File: config.mk
export PLATFORM = sky130hd
export DESIGN_NAME = branch_predictor_bht
export DESIGN_NICKNAME = d
export VERILOG_FILES = /design/src/rtl/bp_pkg.sv /design/src/rtl/bp_target_gen.sv /design/src/rtl/branch_predictor_bht.sv
export SDC_FILE = /design/constraint.sdc
export NUM_CORES = 1
export LEC_CHECK = 0
export CAP_MARGIN = 20
export CORE_ASPECT_RATIO = 1.2
export CORE_MARGIN = 5
export CORE_UTILIZATION = 55
export CTS_BUF_LIST = sky130_fd_sc_hd__clkbuf_16
export CTS_CLUSTER_SIZE = 16
export DETAILED_ROUTE_END_ITERATION = 16
export GPL_ROUTABILITY_DRIVEN = 0
export HOLD_SLACK_MARGIN = 0.02
export PLACE_DENSITY_LB_ADDON = 0.08
export RECOVER_POWER = 100
export SYNTH_ARGS = -nofsm -noshare
export SYNTH_HDL_FRONTEND = slang
export SYNTH_SLANG_ARGS = --single-unit
File: constraint.sdc
create_clock -name clk -period 7.2 [get_ports clk]
set_clock_uncertainty 0.15 [all_clocks]
set_input_delay 1.44 -clock clk [delete_from_list [all_inputs] [get_ports clk]]
set_output_delay 1.44 -clock clk [all_outputs]
set_load 0.05 [all_outputs]
File: src/rtl/bp_pkg.sv
// Shared definitions for the PC-indexed branch history table predictor:
// RV32 opcodes recognised at fetch and the saturating-counter step used when
// EX trains an entry.
package bp_pkg;

  // Major opcodes, instr[6:0].
  localparam logic [6:0] OPC_BRANCH = 7'b1100011;
  localparam logic [6:0] OPC_JAL    = 7'b1101111;

  // Widest counter the table supports; narrower counters are zero-extended
  // into this width before stepping.
  localparam int unsigned CTR_BITS_MAX = 4;

  // One saturating step of a ctr_bits-wide counter held in the low bits of
  // ctr. Taken counts up and sticks at 2^ctr_bits-1; not-taken counts down
  // and sticks at 0.
  function automatic logic [CTR_BITS_MAX-1:0] bp_sat_next(
    input logic [CTR_BITS_MAX-1:0] ctr,
    input logic                    taken,
    input int unsigned             ctr_bits
  );
    logic [CTR_BITS_MAX:0]   full_scale;
    logic [CTR_BITS_MAX-1:0] max_val;
    logic [CTR_BITS_MAX-1:0] next_val;
    full_scale = (CTR_BITS_MAX+1)'(1) << ctr_bits;
    max_val    = CTR_BITS_MAX'(full_scale - (CTR_BITS_MAX+1)'(1));
    if (taken) begin
      next_val = (ctr >= max_val) ? max_val : ctr + CTR_BITS_MAX'(1);
    end else begin
      next_val = (ctr == '0) ? '0 : ctr - CTR_BITS_MAX'(1);
    end
    return next_val;
  endfunction

endpackage

File: src/rtl/bp_target_gen.sv
// Fetch-stage decode for the branch predictor: classifies the fetched word as
// a conditional branch (B-type) or JAL, rebuilds its sign-extended immediate
// and forms the PC-relative target. Purely combinational.
module bp_target_gen
  import bp_pkg::*;
#(
  parameter int XLEN = 32
) (
  input  logic [XLEN-1:0] pc,
  input  logic [XLEN-1:0] instr,
  output logic            is_b,
  output logic            is_jal,
  output logic [XLEN-1:0] imm,
  output logic [XLEN-1:0] target
);

  // Immediates as encoded, bit 0 always zero (halfword-aligned offsets).
  logic [12:0] imm_b_raw;
  logic [20:0] imm_j_raw;

  assign imm_b_raw = {instr[31], instr[7], instr[30:25], instr[11:8], 1'b0};
  assign imm_j_raw = {instr[31], instr[19:12], instr[20], instr[30:21], 1'b0};

  // Opcode classification and immediate selection; non-control-flow words
  // contribute a zero offset so target collapses to the fetch PC.
  always_comb begin
    // NOTE: every output of a combinational block gets a default first so
    // no path through the if/else leaves it unassigned (which would infer a latch).
    is_b   = 1'b0;
    is_jal = 1'b0;
    imm    = '0;
    if (instr[6:0] == OPC_BRANCH) begin
      is_b = 1'b1;
      imm  = {{(XLEN-13){imm_b_raw[12]}}, imm_b_raw};
    end else if (instr[6:0] == OPC_JAL) begin
      is_jal = 1'b1;
      imm    = {{(XLEN-21){imm_j_raw[20]}}, imm_j_raw};
    end
  end

  // PC-relative target; the carry out is dropped so the sum wraps mod 2^XLEN.
  assign target = pc + imm;

endmodule

File: src/rtl/branch_predictor_bht.sv
// Fetch-stage branch predictor built on a PC-indexed table of saturating
// counters. B-type branches follow the MSB of their entry, JAL is always
// taken, and an EX mispredict redirect (Eval_branch) overrides everything.
// Entries are trained from EX using the index captured at fetch.
//
// Build option: define BP_GSHARE_EN to XOR a non-speculative global history
// register into the fetch index (gshare). Without it there is no history
// state and the index is taken straight from the PC.
module branch_predictor_bht
  import bp_pkg::*;
#(
  parameter  int XLEN     = 32,
  parameter  int ENTRIES  = 64,
  parameter  int CTR_BITS = 2,
  parameter  int GHR_BITS = 6,
  localparam int IDX_W    = $clog2(ENTRIES)
) (
  input  logic             clk,
  input  logic             reset,
  input  logic [XLEN-1:0]  PC,
  input  logic [XLEN-1:0]  instr,
  output logic [IDX_W-1:0] pred_index,
  output logic             predict_branch,
  output logic [XLEN-1:0]  Target_final,
  input  logic             Eval_branch,
  input  logic [XLEN-1:0]  Act_Target,
  input  logic             StateUpdateEnable,
  input  logic             PCSrcE,
  input  logic [IDX_W-1:0] upd_index
);

  // Reject configurations the indexing and counter logic cannot represent.
  if (ENTRIES < 2 || (ENTRIES & (ENTRIES - 1)) != 0) begin : g_bad_entries
    $error("branch_predictor_bht: ENTRIES must be a power of two >= 2");
  end
  if (CTR_BITS < 1 || CTR_BITS > CTR_BITS_MAX) begin : g_bad_ctr_bits
    $error("branch_predictor_bht: CTR_BITS must be in 1..4");
  end
  if (GHR_BITS < 1 || GHR_BITS > IDX_W) begin : g_bad_ghr_bits
    $error("branch_predictor_bht: GHR_BITS must be in 1..IDX_W");
  end
  if (XLEN < IDX_W + 2 || XLEN < 21) begin : g_bad_xlen
    $error("branch_predictor_bht: XLEN too narrow for index/immediates");
  end

  // ---------------------------------------------------------------------
  // Fetch decode and PC-relative target
  // ---------------------------------------------------------------------
  logic            is_b;
  logic            is_jal;
  logic [XLEN-1:0] imm;
  logic [XLEN-1:0] pc_rel_target;

  bp_target_gen #(
    .XLEN (XLEN)
  ) u_target_gen (
    .pc     (PC),
    .instr  (instr),
    .is_b   (is_b),
    .is_jal (is_jal),
    .imm    (imm),
    .target (pc_rel_target)
  );

  // ---------------------------------------------------------------------
  // Fetch index
  // ---------------------------------------------------------------------
  logic [IDX_W-1:0] pc_index;

  // Word-aligned PC bits select the entry; bits [1:0] never matter.
  assign pc_index = PC[IDX_W+1:2];

`ifdef BP_GSHARE_EN
  logic [GHR_BITS-1:0] ghr;
  logic [IDX_W-1:0]    ghr_ext;

  // Global history: shift in each resolved outcome from EX, oldest bit
  // falls off the top. Updated only on resolution, never speculatively.
  always_ff @(posedge clk or negedge reset) begin
    // NOTE: state is written with non-blocking assignments so every flop
    // samples pre-edge values regardless of block evaluation order.
    if (!reset) begin
      ghr <= '0;
    end else if (StateUpdateEnable) begin
      ghr <= GHR_BITS'({ghr, PCSrcE});
    end
  end

  // History is zero-extended into the low index bits before hashing.
  always_comb begin
    ghr_ext                 = '0;
    ghr_ext[GHR_BITS-1:0]   = ghr;
  end

  assign pred_index = pc_index ^ ghr_ext;
`else
  assign pred_index = pc_index;
`endif

  // ---------------------------------------------------------------------
  // Counter table
  // ---------------------------------------------------------------------
  logic [CTR_BITS-1:0] ctr_q [ENTRIES];
  logic [CTR_BITS-1:0] ctr_next;
  logic [CTR_BITS-1:0] pred_ctr;

  // Saturating step for the entry EX is training this cycle.
  always_comb begin
    ctr_next = CTR_BITS'(bp_sat_next(CTR_BITS_MAX'(ctr_q[upd_index]),
                                     PCSrcE, CTR_BITS));
  end

  // Table storage: cleared to strong not-taken on reset, otherwise only the
  // entry named by upd_index moves, and only when EX resolves a branch.
  always_ff @(posedge clk or negedge reset) begin
    if (!reset) begin
      // NOTE: this array is deliberately built from resettable flops, not
      // RAM, because the predictor must start from a known all-not-taken state.
      for (int i = 0; i < ENTRIES; i++) begin
        ctr_q[i] <= '0;
      end
    end else if (StateUpdateEnable) begin
      ctr_q[upd_index] <= ctr_next;
    end
  end

  // Read port for fetch; sees the pre-update value when fetch and EX hit the
  // same entry in one cycle (no write-to-read bypass).
  assign pred_ctr = ctr_q[pred_index];

  // ---------------------------------------------------------------------
  // Prediction and final target
  // ---------------------------------------------------------------------
  assign predict_branch = Eval_branch
                        | (is_b & pred_ctr[CTR_BITS-1])
                        | is_jal;

  assign Target_final = Eval_branch ? Act_Target : pc_rel_target;

endmodule

==> results of run 1 <==
## report_power, final
group	leakage (nW)	internal, mW	total, mW	switching [mW]
clock network	0.274	0.499	0.812	0.312
logic	2.98	0.232	0.502	0.270
registers	1.73	0.808	0.859	0.0513
total	4.98	1.54	2.17	0.634
## cell type report
type                            count  area, um^2  area share (%)
Multi-Input combinational cell    692        5600            50.0
Sequential cell                   128        3200            28.6
Timing Repair Buffer              162        1540            13.7
Clock buffer                       17         425            3.80
Tap cell                          216         270            2.41
Clock inverter                     14         128            1.14
Inverter                           12        45.0           0.402
## metal layers
layer | vias to the layer above | routed length (um)
met2 | 346 | 13200
met5 | - | 0
li1 | 3598 | -
met1 | 3821 | 11200
met4 | 0 | 1170
met3 | 81 | 1830
## placed cells by master, fill, tap and decap left out, types with 13 or more instances in the layout
master and n:
clkbuf_16 17, a21oi_1 34, dlygate4sd3_1 13, o21ai_0 38, nor2b_1 15, mux2i_1 21
nand2_1 91, mux4_2 26, a31oi_1 15, clkbuf_1 17, dfrtp_1 128, buf_4 14
o21a_1 14, inv_1 14, clkdlybuf4s50_1 102, mux2_2 140, nor2_1 53, ha_1 30
a21o_1 16
## cells by family after synthesis
kind of cell	after synthesis	synth area share, %
AND/OR/NAND/NOR	257	14.0
AO/OA/AOI/OAI	201	15.0
multiplexers	187	25.7
flip-flops	128	34.6
buffers and inverters	73	4.76
adder cells (fa/ha/maj)	32	4.42
XOR/XNOR	15	1.42
## metrics by stage
step | hold slack, ns | total power, mW | instances
floorplan | 0.321 | 1.20 | 893
global placement | 0.331 | 1.38 | 1209
detailed placement | 0.338 | 1.40 | 1209
CTS | 0.350 | 2.20 | 1240
global route | 0.365 | 2.26 | 1241
finish | 0.351 | 2.17 | 1241
## worst max-delay path: stages
cell and delay, ns:
clkdlybuf4s50_1 0.45, nand4b_1 0.15, nor4_2 0.05, buf_4 0.16, or2_2 0.32, and2_0 0.17, ha_1 0.34, nand2_1 0.11
or3b_2 0.46, a21oi_1 0.27, o21ai_0 0.21, a31oi_1 0.34, mux2_2 0.38, a32o_1 0.22, clkbuf_2 0.24
## worst paths after layout
check / from / endpoint / cells after the start
hold / removal: ctr_q[18] / ctr_q[18] / 1
max in group asynchronous: reset / ctr_q[66] / 2
hold reg to reg: ctr_q[18] / ctr_q[18] / 1
setup / recovery: instr[4] / Target_final[24] / 15
setup reg to reg: ctr_q[50] / ctr_q[2] / 7
min in group asynchronous: reset / ctr_q[30] / 1
==> run_results.csv, run 1 <==
group,metric,value,unit
sta,finalHoldViolCount,0,
logic_synthesis,synth_edf_count,0,
cells_and_area,nets,1151,
logic_synthesis,synth_top_area_share,34.6,%
global_routing,grt.met3_usage,4.49,%
floorplan,fp.dieW,128,um
clock_tree,clk_latency,0.42,ns
pwr,p_leak,4.98,nW
floorplan,coreArea,0.0167,mm^2
cells_and_area,syn2layout_area_growth,21.2,%
placed_design,dpl_worst_slack,0.348,ns
logic_synthesis,synth_nets,1031,
cells_and_area,fin_area,0.0112,mm^2
sta,final_max_slew_viol_count,224,
worst_setup_path,ff2ff_setup_slack,2.81,ns
sta,fin_tns_setup,0,ns
global_routing,grt_antenna_before_repair,0,
pwr,powerDensity,194,mW/mm^2
logic_synthesis,syn_inst,893,
logic_synthesis,yosysMostFrequentCell,"mux2_2",
drt,first_pass_iters,6,
clock_tree,cts_buffer_depth,2,
sta,worst_slack,0.308,ns
logic_synthesis,async_flop_share,100,%
global_routing,track_usage,28.2,%
sta,tightestPinTransition,3.65,ns
floorplan,die_h,152,um
logic_synthesis,synth_flop_cell,"dfrtp_1",
logic_synthesis,ys_ff_latch,128,
cells_and_area,antenna_cells,0,
sta,fmax,145,MHz
sta,max-slew-margin-rel,-143,%
drt,first_iter_violations,702,
cells_and_area,largest-register,"ctr_q",
logic_synthesis,syn_area,0.00925,mm^2
global_routing,busiest_layer,"met2",
clock_tree,cts_tree,"yes",
job,drv_cap,4,
drt,num_vias,7846,
drt,vias_per_cell,6.32,
sta,rsz0062_at_grt,"no",
cells_and_area,largest_reg_flops,128,
drt,drcViolationCount,0,
logic_synthesis,yosysSeqAreaShare,34.6,%
floorplan,dieArea,0.0195,mm^2
logic_synthesis,avgSynthCellArea,10.4,um^2
global_routing,grt_use_met1,36.8,%
clock_tree,cts_max_level,4,
worst_setup_path,worstPathArrival,5.30,ns
logic_synthesis,synthTopCellsByArea,"dfrtp_1, mux2_2, mux4_2",
sta,period_share,95.7,%
sta,min_period,6.89,ns
hold_path,hold_path_class,"reg -> reg",
cells_and_area,drive_gt1_share,23.3,%
logic_synthesis,ys_warn_count,0,
worst_setup_path,cp-start-kind,"primary input",
cells_and_area,fillers,1338,
clock_tree,cts_buffers,17,
cells_and_area,final_util,67.0,%
global_routing,grt_max_degree,85,
sta,setup_violations,0,
run_status,run_status,"finished, violations left",
clock_tree,cts_resized,0,
clock_tree,clkSlewWorstSetupHoldPaths,0.05,ns
clock_tree,ctsHoldBuffers,0,
floorplan,pin_count,146,
logic_synthesis,synth_top_area_cell,"dfrtp_1",
drt,wirelength,27400,um
run_status,failed_checks,"capacitance limit, slew limit",
worst_setup_path,crit_path_max_fanout,9,
global_routing,grt-ovfl-total,0,
logic_synthesis,ys_types,72,
floorplan,rows,52,
clock_tree,cts_setup_buffers,0,
worst_setup_path,crit_type,"in -> out",
placed_design,numPortBuffers,145,
placed_design,dpl.hpwl,19700,um
global_routing,grt_pass1_vias,7999,
global_routing,globalRouteMet2Util,45.5,%
clock_tree,cts_sinks,128,
logic_synthesis,ys_top_cells_by_count,"mux2_2, dfrtp_1, nand2_1",
pwr,ir_worst_vdd,0.000190,V
placed_design,placed_area,0.0109,mm^2
drt,routedWlPerCell,22.1,um
worst_setup_path,crit_required,5.61,ns
floorplan,start_util,55.3,%
drt,postRouteAntennaNets,0,
clock_tree,ctsRootBufferMaster,"clkbuf_16",
worst_setup_path,endpoint_kind,"output port",
global_routing,grt_pass1_wl,43600,um
cells_and_area,reg_top3,"ctr_q: 128 flops",
(Power assumes the default switching activity.)
==> run 2: changes to the inputs <==
--- a/config.mk
+++ b/config.mk
@@ -14,6 +14,7 @@
 export DETAILED_ROUTE_END_ITERATION = 16
 export GPL_ROUTABILITY_DRIVEN = 0
 export HOLD_SLACK_MARGIN = 0.02
+export MAX_ROUTING_LAYER = met4
 export PLACE_DENSITY_LB_ADDON = 0.08
 export RECOVER_POWER = 100
 export SYNTH_ARGS = -nofsm -noshare
==> constraint.sdc (replaced) <==
create_clock -name clk -period 6.8 [get_ports clk]
set_clock_uncertainty 0.15 [all_clocks]
set_input_delay 1.36 -clock clk [delete_from_list [all_inputs] [get_ports clk]]
set_output_delay 1.36 -clock clk [all_outputs]
set_load 0.05 [all_outputs]
==> run 2 against run 1 <==
The flow still finishes with violations (capacitance limit, slew limit). Setup slack got worse by 0.080 ns. First-iteration DRC count increased by 1.6%. Core utilization increased by 0.76 points. Die area unchanged. Critical path type unchanged.
==> run_results.csv, run 2 (synthesis results as in run 1) <==
group,metric,value,unit
pwr,clkPwrFrac,37.3,%
cells_and_area,largest_reg_flops,128,
worst_setup_path,endpoint_kind,"output port",
floorplan,coreArea,0.0167,mm^2
worst_setup_path,path_buf_inv,2,
clock_tree,cts_tree,"yes",
pwr,internal_power,1.62,mW
clock_tree,cts_buffers,17,
clock_tree,cts_buffer_depth,2,
drt,vias_per_cell,6.35,
floorplan,pin_count,146,
cells_and_area,final-seq-area,0.00320,mm^2
floorplan,dieArea,0.0195,mm^2
floorplan,die_h,152,um
cells_and_area,nets,1153,
sta,finalHoldViolCount,0,
worst_setup_path,cp-start-kind,"primary input",
worst_setup_path,crit_family,"simple AND/OR/NAND/NOR gates",
worst_setup_path,crit_chain,"clkdlybuf4s50_1, nand4b_1, nor3_2, or2_2, and2_0, ha_1, nand2_1, or3b_2, a21oi_1, o21ai_0, a31oi_1, mux2_2, a32o_1, buf_4",
cells_and_area,mostFrequentLayoutCell,"mux2_2",
global_routing,grt_pass1_wl,43100,um
global_routing,busiest_layer,"met2",
pwr,p_leak,5.02,nW
run_status,failed_checks,"capacitance limit, slew limit",
worst_setup_path,slowest_stage,"or3b_2",
cells_and_area,syn2layout_area_growth,22.6,%
floorplan,rows,52,
worst_setup_path,crit_required,5.29,ns
sta,rsz0062_at_grt,"no",
clock_tree,ctsRootBufferMaster,"clkbuf_16",
cells_and_area,reg_top3,"ctr_q: 128 flops",
worst_setup_path,cp_slowest_stage_delay,0.46,ns
worst_setup_path,crit_path_max_fanout,6,
sta,period_share,96.7,%
clock_tree,clkSlewWorstSetupHoldPaths,0.06,ns
pwr,swShare,30.2,%
drt,num_vias,7895,
drt,first_iter_violations,713,
hold_path,hold_path_class,"reg -> reg",
sta,setup_violations,0,
floorplan,fp.dieW,128,um
cells_and_area,final_cell_mix,"mux2_2, dfrtp_1, clkdlybuf4s50_1, nand2_1, nor2_1",
clock_tree,clk_latency,0.42,ns
drt,first_pass_iters,5,
pwr,p_sw,0.697,mW
global_routing,track_usage,28.5,%
floorplan,start_util,55.3,%
run_status,run_status,"finished, violations left",
sta,fmax,152,MHz
global_routing,grt_use_met1,36.4,%
sta,final_max_slew_viol_count,212,
global_routing,globalRouteMet2Util,44.9,%
global_routing,grt-ovfl-total,0,
global_routing,grt.met3_usage,5.41,%
clock_tree,cts_sinks,128,
drt,postRouteAntennaNets,0,
drt,drcViolationCount,0,
worst_setup_path,crit_type,"in -> out",
worst_setup_path,worstPathArrival,5.06,ns
global_routing,grt_antenna_before_repair,0,
cells_and_area,drive_gt1_share,24.7,%
placed_design,dpl.hpwl,19800,um
cells_and_area,multi_input_area,0.00562,mm^2
sta,tightestPinTransition,2.97,ns
global_routing,grt_max_degree,75,
pwr,powerDensity,204,mW/mm^2
placed_design,numPortBuffers,145,
clock_tree,cts_setup_buffers,0,
cells_and_area,largest-register,"ctr_q",
pwr,p_seq_share,39.3,%
sta,min_period,6.57,ns
cells_and_area,fillers,1332,
clock_tree,cts_max_level,4,
sta,fin_tns_setup,0,ns
cells_and_area,final_util,67.8,%
cells_and_area,antenna_cells,0,
drt,wirelength,27400,um
drt,routedWlPerCell,22.0,um
sta,max-slew-margin-rel,-98.1,%
pwr,combPwrFrac,23.4,%
job,drv_cap,4,
pwr,ir_worst_vdd,0.000186,V
global_routing,grt_pass1_vias,7900,
-- run 2: cell count changes in the layout (fill, tap and decap cells not counted), moves of 2 or more --
cell        previous run  this run
buf_12                 9        14
buf_4                 14        18
clkbuf_1              17        14
clkbuf_2               5         2
clkinv_2               5         1
clkinv_4               1         3
clkinvlp_4             3         5
inv_6                  0         4
o31ai_1                9         6
o31ai_2                0         3
-- run 2: final cells by class --
type,count,area share [%]
clock inverters,15,1.21
well taps,216,2.38
repair buffers,164,14.4
inverters,12,0.397
multi-input cells,692,49.6
flip-flops and latches,128,28.3
clock buffers,17,3.75
-- run 2: through the flow --
step,power (mW),setup slack [ns],hold slack [ns],cells,area [um^2]
final,2.31,0.228,0.348,1244,11300
after global routing,2.41,0.00343,0.362,1244,11300
after CTS,2.34,0.226,0.350,1244,11500
after detailed placement,1.48,0.239,0.338,1212,10900
after global placement,1.47,0.293,0.332,1212,10900
after floorplan,1.27,0.0954,0.321,893,9270
-- run 2: path summary, 6_finish.rpt --
check,startpoint,endpoint,slack (ns),cells after the start
worst max-delay path,instr[4],Target_final[24],0.23,14
worst min-delay path,ctr_q[96],ctr_q[96],0.35,1
max in group asynchronous,reset,ctr_q[27],1.75,2
min in group asynchronous,reset,ctr_q[4],1.75,1
worst max register to register,ctr_q[50],ctr_q[52],3.11,7
worst min register to register,ctr_q[96],ctr_q[96],0.35,1
-- run 2: power by group through the flow --
stage	clock network, mW	registers [mW]	logic, mW
after floorplan	0	0.901	0.370
after global placement	0	0.916	0.556
after detailed placement	0	0.920	0.562
after CTS	0.867	0.908	0.565
after global routing	0.911	0.919	0.579
final	0.862	0.909	0.542
-- run 2: repair_timing --
item | in CTS | in global routing
endpoints found under the hold margin | 0 | 0
setup endpoints to repair | 0 | 2
resized for setup | 0 | 1
hold buffers | 0 | 0
-- run 2: routing by layer --
layer | wire length [um] | share of wire [%]
met2 | 13200 | 48
met4 | 996 | 3.6
met3 | 1950 | 7.1
met5 | 0 | 0
met1 | 11300 | 41
==> run 3: changes to the inputs <==
--- a/config.mk
+++ b/config.mk
@@ -13,7 +13,6 @@
 export CTS_CLUSTER_SIZE = 16
 export DETAILED_ROUTE_END_ITERATION = 16
 export GPL_ROUTABILITY_DRIVEN = 0
-export HOLD_SLACK_MARGIN = 0.02
 export MAX_ROUTING_LAYER = met4
 export PLACE_DENSITY_LB_ADDON = 0.08
 export RECOVER_POWER = 100
==> constraint.sdc (replaced) <==
create_clock -name clk -period 6.8 [get_ports clk]
set_clock_uncertainty 0.15 [all_clocks]
set_input_delay 1.36 -clock clk [delete_from_list [all_inputs] [get_ports clk]]
set_output_delay 1.36 -clock clk [all_outputs]
set_load 0.01 [all_outputs]
==> run 3 against run 2 <==
The run still ends with capacitance limit, slew limit left. Wire length rose by 0.80%. Power fell by 0.91%. First-iteration DRC count fell by 13%. Cell area grew 2.4%. Hold slack worse by 0.0049 ns. Maximum frequency down 1.4%. Core utilization rose by 1.6 points. Final cell count increased by 3.5%. Setup slack lost 0.092 ns. Critical endpoint is now Target_final[30].
==> run_results.csv, run 3 (synthesis results as in run 1) <==
group,metric,value,unit
cells_and_area,drive_gt1_share,25.7,%
worst_setup_path,cp-endpoint,"Target_final[30]",
worst_setup_path,cp-start-kind,"primary input",
cells_and_area,reg_top3,"ctr_q: 128 flops",
global_routing,grt-ovfl-total,0,
clock_tree,clk_latency,0.42,ns
floorplan,pin_count,146,
clock_tree,clkSlewWorstSetupHoldPaths,0.05,ns
worst_setup_path,setup.worst_path.start,"instr[4]",
sta,tightestPinTransition,3.01,ns
global_routing,grt_max_degree,72,
global_routing,grt_antenna_before_repair,0,
drt,first_iter_violations,623,
pwr,power.total,2.29,mW
global_routing,grt_pass1_vias,8091,
clock_tree,ctsRootBufferMaster,"clkbuf_16",
sta,period_share,98.0,%
floorplan,die_h,152,um
sta,final_max_slew_viol_count,131,
clock_tree,cts_buffers,17,
clock_tree,cts_tree,"yes",
worst_setup_path,worstPathArrival,5.15,ns
cells_and_area,largest_reg_flops,128,
floorplan,rows,52,
global_routing,track_usage,29.5,%
global_routing,grt_pass1_wl,44400,um
sta,fmax,150,MHz
worst_setup_path,crit_required,5.29,ns
placed_design,numPortBuffers,145,
worst_setup_path,crit_path_max_fanout,5,
floorplan,coreArea,0.0167,mm^2
drt,first_pass_iters,6,
floorplan,start_util,55.3,%
drt,num_vias,7956,
sta,max-slew-margin-rel,-100,%
cells_and_area,antenna_cells,0,
worst_setup_path,r2r_cells,7,
hold_path,hold_path_class,"reg -> reg",
sta,finalHoldViolCount,0,
placed_design,dpl.hpwl,20000,um
drt,routedWlPerCell,21.5,um
cells_and_area,final_cell_mix,"mux2_2, clkdlybuf4s50_1, dfrtp_1, nand2_1, buf_4",
cells_and_area,mostFrequentLayoutCell,"mux2_2",
sta,rsz0062_at_grt,"yes",
cells_and_area,largest-register,"ctr_q",
run_status,failed_checks,"capacitance limit, slew limit",
worst_setup_path,ff2ff_setup_slack,3.14,ns
worst_setup_path,crit_type,"in -> out",
clock_tree,cts_sinks,128,
drt,drcViolationCount,0,
drt,vias_per_cell,6.18,
pwr,p_leak,5.24,nW
pwr,powerDensity,197,mW/mm^2
job,drv_cap,2,
clock_tree,cts_buffer_depth,2,
sta,min_period,6.66,ns
clock_tree,ctsHoldBuffers,0,
run_status,run_status,"finished, violations left",
sta,setup_violations,0,
pwr,ir_worst_vdd,0.000213,V
drt,postRouteAntennaNets,0,
worst_setup_path,r2r-end,"ctr_q[6]",
clock_tree,cts_max_level,4,
drt,wirelength,27600,um
worst_setup_path,r2r_start,"ctr_q[8]",
hold_path,min_from,"ctr_q[108]",
floorplan,fp.dieW,128,um
sta,fin_tns_setup,0,ns
cells_and_area,nets,1196,
worst_setup_path,endpoint_kind,"output port",
floorplan,dieArea,0.0195,mm^2
cells_and_area,syn2layout_area_growth,25.6,%
## run 3: cell types whose count changed in the layout (fill, tap and decap cells not counted), moves of 5 or more
cell             delta
buf_12             -14
buf_4              +38
clkbuf_1           -10
clkdlybuf4s50_1    +28
dlygate4sd3_1       -6
dlymetal6s2s_1      +5
## run 3: report_power, final
part	total, mW	switching (mW)	internal [mW]
registers	0.909	0.0536	0.855
logic	0.486	0.231	0.255
clock network	0.897	0.331	0.566
## run 3: timing repair
action,CTS,global route
endpoints found under the hold margin,0,0
pin swaps,0,3
buffers inserted,0,1
setup endpoints to repair,1,12
gates resized for setup,1,14
## run 3: worst min-delay path by stage
stage / cells after the start / slack [ns] / end
CTS: 1 / 0.35 / ctr_q[108]
detailed placement: 1 / 0.34 / ctr_q[108]
global placement: 1 / 0.33 / ctr_q[86]
global route: 1 / 0.35 / ctr_q[108]
finish: 1 / 0.34 / ctr_q[108]
floorplan: 1 / 0.32 / ctr_q[108]
## run 3: stage by stage
step | setup slack, ns | cells | util, % | hold slack [ns] | cell area (um^2)
6_report | 0.136 | 1287 | 69.4 | 0.343 | 11600
5_1_grt | -0.00978 | 1287 | 69.4 | 0.352 | 11600
4_1_cts | 0.0551 | 1286 | 69.4 | 0.349 | 11600
3_5_place_dp | -0.00619 | 1254 | 66.0 | 0.337 | 11000
3_3_place_gp | 0.0843 | 1254 | 66.0 | 0.330 | 11000
2_1_floorplan | 0.461 | 893 | - | 0.321 | 9250
## run 3: final cells by class
| cell class | count | area [um^2] |
|---|---|---|
| well taps | 216 | 270 |
| multi-input cells | 692 | 5620 |
| clock inverters | 15 | 154 |
| repair buffers | 207 | 1900 |
| clock buffers | 17 | 425 |
| flip-flops and latches | 128 | 3200 |
| inverters | 12 | 45.0 |
| fillers | 1326 | 5110 |
## run 3: layer usage
| layer | share of wire (%) | track usage [%] |
|---|---|---|
| met5 | 0 | - |
| met4 | 4.4 | 13.0 |
| met3 | 7.5 | 5.41 |
| met2 | 48 | 47.2 |
| met1 | 40 | 36.4 |
## run 3: critical path, cell delays in order
cell             delay [ns]
clkdlybuf4s50_1        0.45
nand4b_1               0.15
nor3_2                 0.06
or2_2                  0.30
and2_1                 0.16
ha_1                   0.32
a21oi_1                0.25
and2_1                 0.21
a21oi_2                0.09
buf_4                  0.13
o21a_1                 0.21
a221o_1                0.40
o311a_1                0.32
a211o_1                0.27
clkdlybuf4s50_1        0.48
